<file path="config.mk">
export PLATFORM = sky130hd
export DESIGN_NAME = wave_mixer_flat
export DESIGN_NICKNAME = d
export VERILOG_FILES = /design/src/rtl/wave_mixer_pkg.sv /design/src/rtl/wave_mixer_if.sv /design/src/rtl/wave_shape.sv /design/src/rtl/wave_mixer.sv /design/src/flat_wrapper.sv
export SDC_FILE = /design/constraint.sdc
export NUM_CORES = 2
export LEC_CHECK = 0
export BUFFER_PORTS_ARGS = -buffer_cell sky130_fd_sc_hd__buf_2
export CAP_MARGIN = 40
export CORE_ASPECT_RATIO = 0.7
export CORE_MARGIN = 5
export CORE_UTILIZATION = 30
export DETAILED_ROUTE_END_ITERATION = 16
export SYNTH_ARGS = -nofsm -noshare
export SYNTH_HDL_FRONTEND = slang
export SYNTH_SLANG_ARGS = --single-unit
</file>
<file path="constraint.sdc">
create_clock -name clk -period 7.9 [get_ports clk]
set_input_delay 1.58 -clock clk [delete_from_list [all_inputs] [get_ports clk]]
set_output_delay 1.58 -clock clk [all_outputs]
set_load 0.02 [all_outputs]
</file>
<file path="src/rtl/wave_mixer_pkg.sv">
// wave_mixer_pkg: shared oscillator settings type, shape encodings and sample width
package wave_mixer_pkg;
  localparam int N_OSCILLATORS = 8;
  localparam int SAMPLE_WIDTH  = 24;
  typedef enum logic [1:0] {SHAPE_SAW, SHAPE_SQUARE, SHAPE_TRI, SHAPE_SILENT} shape_e;
  typedef struct packed {
    logic [31:0] freq;
    logic [7:0]  velocity;
    shape_e      shape;
    logic        enable;
  } wavegen_t;
  typedef enum logic [1:0] {IDLE, ACCUM, SCALE, OUTPUT} state_e;
endpackage

</file>
<file path="src/rtl/wave_mixer_if.sv">
// wave_mixer_if: valid/ready sample stream from the mixer to the audio output stage
interface wave_mixer_if;
  import wave_mixer_pkg::*;
  logic signed [SAMPLE_WIDTH-1:0] sample;
  logic                           sample_valid;
  logic                           sample_ready;
  modport master(output sample, output sample_valid, input sample_ready);
  modport slave(input sample, input sample_valid, output sample_ready);
endinterface

</file>
<file path="src/rtl/wave_shape.sv">
// wave_shape: maps a 32-bit phase to a 16-bit signed waveform value
module wave_shape
  import wave_mixer_pkg::*;
(
  input  logic [31:0]        phase,
  input  shape_e             shape,
  output logic signed [15:0] w
);
  assign w = shape == SHAPE_SAW    ? phase[31:16] ^ 16'h8000 :
             shape == SHAPE_SQUARE ? (phase[31] ? 16'sh8000 : 16'sh7fff) :
             shape == SHAPE_TRI    ? (phase[31] ? ~phase[30:15] : phase[30:15]) ^ 16'h8000 :
                                     16'sh0000;
endmodule

</file>
<file path="src/rtl/wave_mixer.sv">
// wave_mixer: time-multiplexes one shaper/MAC over all oscillators, emitting one
// scaled 24-bit sample per SAMPLE_DIV clocks over a valid/ready stream.
module wave_mixer
  import wave_mixer_pkg::*;
#(
  parameter int N_OSC      = N_OSCILLATORS,
  parameter int SAMPLE_DIV = 2268
) (
  input  logic         clk,
  input  logic         rstn,
  input  wavegen_t     wave_gens [N_OSC],
  input  logic [31:0]  volume,
  wave_mixer_if.master out_if,
  output logic         overrun
);
  localparam int IW = N_OSC > 1 ? $clog2(N_OSC) : 1;
  localparam int CW = $clog2(SAMPLE_DIV);
  localparam int AW = SAMPLE_WIDTH + $clog2(N_OSC);
  state_e                         state_q, state_d;
  logic [CW-1:0]                  cnt_q, cnt_d;
  logic [IW-1:0]                  idx_q, idx_d;
  logic signed [AW-1:0]           acc_q, acc_d, contrib;
  logic [31:0]                    phase_q [N_OSC];
  logic [31:0]                    phase_d [N_OSC];
  logic signed [SAMPLE_WIDTH-1:0] sample_q, sample_d;
  logic                           valid_q, valid_d, overrun_q, overrun_d;
  logic                           tick, hs, unused_bits;
  wavegen_t                       g;
  logic signed [15:0]             w;
  logic signed [24:0]             prod;
  logic signed [AW+8:0]           scaled;
  assign tick = cnt_q == CW'(SAMPLE_DIV - 1);
  assign hs   = valid_q && out_if.sample_ready;
  assign g    = wave_gens[idx_q];
  wave_shape u_shape (.phase(phase_q[idx_q]), .shape(g.shape), .w(w));
  assign prod        = w * $signed({1'b0, g.velocity});
  assign contrib     = g.enable ? AW'(prod) : '0;
  assign scaled      = (acc_q * $signed({1'b0, volume[7:0]})) >>> (8 + $clog2(N_OSC));
  assign unused_bits = ^{volume[31:8], scaled[AW+8:SAMPLE_WIDTH]};
  always_comb begin
    state_d   = state_q;
    idx_d     = idx_q;
    acc_d     = acc_q;
    phase_d   = phase_q;
    sample_d  = sample_q;
    overrun_d = overrun_q;
    cnt_d     = tick ? '0 : cnt_q + CW'(1);
    case (state_q)
      IDLE: if (tick) begin
        state_d = ACCUM;
        idx_d   = '0;
        acc_d   = '0;
      end
      ACCUM: begin
        acc_d          = acc_q + contrib;
        phase_d[idx_q] = g.enable ? phase_q[idx_q] + g.freq : '0;
        idx_d          = idx_q + IW'(1);
        if (idx_q == IW'(N_OSC - 1)) state_d = SCALE;
      end
      SCALE: begin
        sample_d = scaled[SAMPLE_WIDTH-1:0];
        state_d  = OUTPUT;
      end
      // a tick that finds the sample unaccepted is dropped and flagged
      default: if (hs) state_d = IDLE; else if (tick) overrun_d = 1'b1;
    endcase
    valid_d = state_d == OUTPUT;
  end
  always_ff @(posedge clk or negedge rstn)
    if (!rstn) begin
      state_q   <= IDLE;
      cnt_q     <= '0;
      idx_q     <= '0;
      acc_q     <= '0;
      phase_q   <= '{default: '0};
      sample_q  <= '0;
      valid_q   <= 1'b0;
      overrun_q <= 1'b0;
    end else begin
      state_q   <= state_d;
      cnt_q     <= cnt_d;
      idx_q     <= idx_d;
      acc_q     <= acc_d;
      phase_q   <= phase_d;
      sample_q  <= sample_d;
      valid_q   <= valid_d;
      overrun_q <= overrun_d;
    end
  assign out_if.sample       = sample_q;
  assign out_if.sample_valid = valid_q;
  assign overrun             = overrun_q;
endmodule

</file>
<file path="src/flat_wrapper.sv">
// flat-port wrapper written by rule: the top's interface ports become plain ports
module wave_mixer_flat import wave_mixer_pkg::*;
#(
  parameter int N_OSC      = N_OSCILLATORS,
  parameter int SAMPLE_DIV = 2268
)
  (clk, rstn, wave_gens, volume, overrun, out_if_sample, out_if_sample_valid, out_if_sample_ready);
  wave_mixer_if out_if_i ();
  input  logic clk;
  input  logic rstn;
  input  wavegen_t wave_gens[N_OSC];
  input  logic [31:0] volume;
  output logic overrun;
  output wire logic [$bits(out_if_i.sample)-1:0] out_if_sample;
  output wire logic [$bits(out_if_i.sample_valid)-1:0] out_if_sample_valid;
  input wire logic [$bits(out_if_i.sample_ready)-1:0] out_if_sample_ready;
  assign out_if_sample = out_if_i.sample;
  assign out_if_sample_valid = out_if_i.sample_valid;
  assign out_if_i.sample_ready = out_if_sample_ready;
  wave_mixer #(.N_OSC(N_OSC), .SAMPLE_DIV(SAMPLE_DIV)) u_core (.clk(clk), .rstn(rstn), .wave_gens(wave_gens), .volume(volume), .out_if(out_if_i), .overrun(overrun));
endmodule
</file>
* Yosys cells after proc, flatten, opt, wreduce, memory -nomap -nowiden
Index checks and enable logic that the tools add are counted.
Word-level totals: output and inout port bits 26, logic and storage cells 70, register bits 326
Operators by class: eq/ne operators 8, bitwise gates (word level) 6, order comparisons 2, reductions and logical operators 8, add/sub/neg operators 4, $mul 2, multiplexer cells 25
Operators with widths (number):
- 256-bit bitwise mux | 1
- 43-bit binary-select mux with 3-bit select | 1
- 32-bit 2-to-1 mux | 4
- 32-bit binary-select mux with 3-bit select | 1
- 32-bit demux with 3-bit select | 1
- 43-bit 2-to-1 mux | 2
- 16-bit 2-to-1 mux | 5
- 27-bit 2-to-1 mux | 2
- 27-bit one-hot mux with 2 select lines | 1
- 27-bit by 9-bit multiplier with 35-bit output | 1
- 32-bit adder | 1
- 27-bit adder | 1
- 16-bit by 9-bit multiplier with 25-bit output | 1
- 16-bit NOT | 1
- 12-bit by 1-bit adder with 12-bit output, second input constant | 1
- 12-bit equality test, second input constant | 1
- 12-bit 2-to-1 mux | 1
- 2-bit equality test, second input constant | 3
- 2-bit 2-to-1 mux | 3
- 2-bit one-hot mux with 3 select lines | 1
- 3-bit one-hot mux with 2 select lines | 1
- 2-bit by 1-bit equality test with 1-bit output, second input constant | 2
- 4-bit >= comparator, second input constant | 1
- 2-bit logical NOT | 2
- other kinds (12) | 16

* Depth between registers and ports, before layout
depth in word-level cells 14, mapped depth 39

* Hierarchy
A second synthesis with hierarchy kept.
Unflattened totals: cells, all modules 3105, area total of the unflattened synthesis 30912.1 um2
By module, submodules not included:
- wave_mixer | seq. area each 8157.8 um2, instances 1, area an instance 30503.0 um2, cells each 3063
- wave_shape | seq. area each 0.0 um2, instances 1, area an instance 409.1 um2, cells each 42

* Worst setup path after synthesis
OpenSTA, ideal clock, no wires.
path type input-to-reg, from input port wave_gens[1] in the netlist's numbering, to register u_core.acc_q[26], cell stages on the path 34, setup slack -1520 ps, required time 7818 ps, buffers on the path 2, arrival time 9338 ps, cell sequence mux4_2 > mux2i_1 > and2_0 > buf_2 > buf_2 > a21oi_1 > o21ai_1 > nand2_1 > fa_1 > inv_1 > fa_1 > inv_1 > fa_1 > fa_1 > inv_1 > ha_1 > o21a_1 > o31a_1 > o21a_1 > a21oi_1 > o21bai_1 > a21oi_1 > xor2_1 > nor2_1 > ha_1 > and3_1 > a311o_1 > a41o_1 > a2111oi_4 > nor4_1 > a2111oi_4 > xor2_1 > a21oi_1 > o22ai_1
On the way: word-level cells in the longest chain between the ends 11, elaborated cells on any way between the ends 13
RTL lines:
- from (decl) | RTL line flat_wrapper.sv:11 | input wavegen_t wave_gens[N_OSC];
- 43-bit binary-select mux with 3-bit select (*) | RTL line wave_mixer.sv:34 | assign g = wave_gens[idx_q];
- 43-bit 2-to-1 mux (implied by the code) (*) (2 in series) | RTL line wave_mixer.sv:34
- 2-bit equality test | RTL line wave_shape.sv:11 | shape == SHAPE_TRI ? (phase[31] ? ~phase[30:15] : phase[30:15]) ^ 16'h8000 :
- 16-bit 2-to-1 mux | RTL line wave_shape.sv:11
- 16-bit 2-to-1 mux | RTL line wave_shape.sv:10 | shape == SHAPE_SQUARE ? (phase[31] ? 16'sh8000 : 16'sh7fff) :
- 16-bit 2-to-1 mux (*) | RTL line wave_shape.sv:9 | assign w = shape == SHAPE_SAW ? phase[31:16] ^ 16'h8000 :
- 16-bit by 9-bit multiplier with 25-bit output (*) | RTL line wave_mixer.sv:36 | assign prod = w * $signed({1'b0, g.velocity});
- 27-bit 2-to-1 mux (*) | RTL line wave_mixer.sv:37 | assign contrib = g.enable ? AW'(prod) : '0;
- 27-bit adder (*) | RTL line wave_mixer.sv:55 | acc_d = acc_q + contrib;
- 27-bit one-hot mux with 2 select lines (*) | RTL line wave_mixer.sv:48 | case (state_q)
- to (signal assigned) | RTL line wave_mixer.sv:74 | acc_q <= '0;
- to (signal assigned) | RTL line wave_mixer.sv:83 | acc_q <= acc_d;
- to (decl) | RTL line wave_mixer.sv:22 | logic signed [AW-1:0] acc_q, acc_d, contrib;
Every way passes the cells marked *; elsewhere a longest branch is shown, timed or not. The select of a mux whose other input is x is not followed. A chain may end at the register's enable or synchronous reset.

* Worst setup path after layout
from input port wave_gens[302] in the netlist's numbering, to register u_core.acc_q[26]
The elaborated chain is that of the path after synthesis.

==> key figures <==
Clocking
  – Clock sinks: 326
  – Max Buffers Root-to-Sink: 3
  – H-tree depth: 2
  – Hold_buf cts: 0
  – CTS tree: built
  – Clock root cell: clkbuf_16
  – Clk pin slew, worst setup/hold paths: 60 ps
  – Total CTS buffers: 37
  – Clk_lat worst skew: 600 ps

Synth
  – Post-synth EDFFs: 0
  – Mapped Nets: 3944
  – Asr flop ratio synth: 100%
  – Distinct cells, synth: 71
  – Post-synthesis register bit count: 326
  – Sequential element share of the synthesized area: 26.4%
  – Synthesis Warnings: 0
  – Top cells by area, synth: dfrtp_1, fa_1, mux4_2
  – Top FF cell, synth: dfrtp_1
  – Count leader, synth: nand2_1
  – Post-Syn Area per Cell: 9.90 µm²
  – Synth Instances: 3121
  – Synth top cells by count: nand2_1, inv_1, dfrtp_1
  – Synth area leader: dfrtp_1
  – Area share of the largest cell type after synthesis: 26.4%
  – Post-Syn Area: 30900 µm²

Global route
  – Initial antenna violation count: 9
  – Largest net degree at the start of global routing: 110
  – Global-route congestion overflow total: 0
  – GRT Total Usage: 16.5%
  – Vias in the first global route: 25.0k
  – Global-route wire length before repair: 145000 µm

Worst setup path
  – CP arrival: 9000 ps
  – Reg2Reg Depth: 36
  – Crit path launch type: primary input
  – Slowest CP cell: fa_1
  – Reg2reg end: u_core.acc_q[26]
  – Critical setup path kind: in -> reg
  – Slowest stage delay, CP: 530 ps
  – R2R Path Start: u_core.idx_q[0]
  – Setup crit start: wave_gens[302]
  – Worst Setup EP: u_core.acc_q[26]
  – CP endpoint kind: register
  – Req. time, crit path: 8380 ps
  – Worst-path maximum fanout: 7
  – R2R Setup Slk: -330 ps

Job
  – Max-Cap Viols: 0

Drt
  – Met1 WL: 46600 µm
  – WL final: 91400 µm
  – DR WL/cell: 18.1 µm
  – Wire length on met3: 5450 µm
  – DRC viols: 0
  – DRT antenna net count: 0
  – Top sig layer: met5
  – Drt pass-1 iters: 5
  – Met2 wire len: 38200 µm
  – Vias/cell: 4.87
  – Initial DRC Count: 1588
  – Via Count: 24.5k

STA
  – Max-slew violations: 0
  – Final Hold Violating Endpoints: 0
  – FMAX: 117 MHz
  – Tmin final: 8520 ps
  – Post-route worst setup slack: -623 ps
  – RSZ-0062 raised after global routing: true
  – Clock skew: 52.2 ps
  – Final setup fails: 7
  – Setup TNS: -1840 ps
  – Relative slew margins: 35.4%
  – Final worst-path cycle share: 108%
  – Worst slew pin tran: 966 ps

Placed design
  – PortBufs: 380
  – Cell Area, Placed: 36000 µm²
  – Post-DP HPWL: 70800 µm
  – GPL Wtd Cong: 0.918
  – Pre-CTS setup slack: -1430 ps

Floorplan
  – Die width: 393 µm
  – Initial core utilization: 30.2%
  – Chip Height: 278 µm
  – IO Pins: 405
  – Core Region: 102000 µm²
  – # rows: 98
  – Die area: 110000 µm²

Run status
  – Failing checks: negative setup slack
  – Outcome: complete, but fails checks

Cells and area
  – Area delta synth->final: 22.5%
  – Layout cells sized above 1: 28.9%
  – Multi-input logic area: 21100 µm²
  – Filler cells: 10.2k
  – Post-route cell area: 37800 µm²
  – Nets: 4478
  – FF/Latch Area: 8170 µm²

Worst hold path
  – HP Class: reg -> reg
  – Min-delay src: u_core.overrun
## worst max-delay path: cells and delay by family
family,cells,cell delay [ps]
muxes,2,750
buffers and inverters,6,520
AOI/OAI and AO/OA,15,2800
and+or+nand+nor,5,510
xor gates and xnor gates,2,380
adders and majority gates,6,2440
## worst min-delay path by stage
stage                     cells past startpoint             endpoint
final                                         1       u_core.overrun
after global routing                          1       u_core.overrun
after CTS                                     1       u_core.overrun
after detailed placement                      1       u_core.overrun
after global placement                        1       u_core.overrun
after floorplan                               2  u_core.phase_q[106]
## routing by layer
metal | vias up | track usage (%)
li1 | 11600 | -
met1 | 12200 | 25.4
met2 | 558 | 24.2
met3 | 84 | 3.57
met4 | 10 | 2.20
met5 | - | 0
## flip-flops by register name, indices dropped and copies added (netlist names)
signal / flops
u_core.cnt_q: 12
u_core.phase_q: 256
u_core.state_q: 2
u_core.out_if.sample: 24
u_core.overrun: 1
u_core.idx_q: 3
u_core.out_if.sample_valid: 1
u_core.acc_q: 27
## stage by stage
| step | utilization [%] | cells | hold WS, ps |
|---|---|---|---|
| after floorplan | - | 3121 | 443 |
| after global placement | 35.2 | 4940 | 448 |
| after detailed placement | 35.2 | 4945 | 458 |
| after CTS | 36.8 | 5027 | 468 |
| after global routing | 37.0 | 5035 | 485 |
| final | 37.0 | 5037 | 463 |
## layout by cell type, fill, tap and decap left out, types with 13 or more instances in the layout
master / netlist / final
a21o_1: 40 / 40
a21oi_1: 96 / 71
a21oi_2: 1 / 23
a22o_1: 13 / 13
and2_1: 150 / 149
buf_2: 22 / 377
buf_4: 0 / 253
buf_6: 0 / 14
clkbuf_16: 0 / 37
dfrtp_1: 326 / 323
fa_1: 269 / 262
ha_1: 175 / 167
inv_1: 386 / 380
mux2_2: 94 / 93
mux4_2: 150 / 150
nand2_1: 487 / 480
nand2b_1: 18 / 15
nand3_1: 19 / 16
nor2_1: 85 / 80
nor2b_1: 42 / 42
nor3_1: 21 / 20
o21a_1: 19 / 18
o21ai_0: 228 / 213
o21ai_1: 18 / 20
o2bb2ai_1: 15 / 15
o31ai_1: 82 / 81
xnor2_1: 52 / 52
xor2_1: 49 / 49
## logic make-up (layout without fill, tap and decap cells)
family	after synthesis	in the layout	share of synthesized area, %
multiplexers	253	253	14.7
other	0	4	0
XOR/XNOR	101	101	2.86
AO/OA/AOI/OAI	582	582	11.9
adder cells (fa/ha/maj)	444	444	24.5
flip-flops	326	326	26.4
buffers and inverters	545	1107	6.71
AND/OR/NAND/NOR	870	870	12.9
## timing repair
item	4_1_cts	5_1_grt
pin swaps	35	37
endpoints found under the setup margin	11	14
resized for setup	55	49
cloned	1	0
endpoints found under the hold margin	0	0
buffers inserted	14	9
## layout make-up
cell class	count	share of cell area, %
Antenna cell	4	0.0265
Timing Repair Buffer	654	10.9
Multi-Input combinational cell	2250	55.9
Sequential cell	326	21.6
Tap cell	1350	4.47
Clock buffer	55	2.81
Inverter	386	3.83
Clock inverter	12	0.509
Power is not shown: default switching activity piles up to over one toggle a cycle in this logic, so the estimate is an artifact.
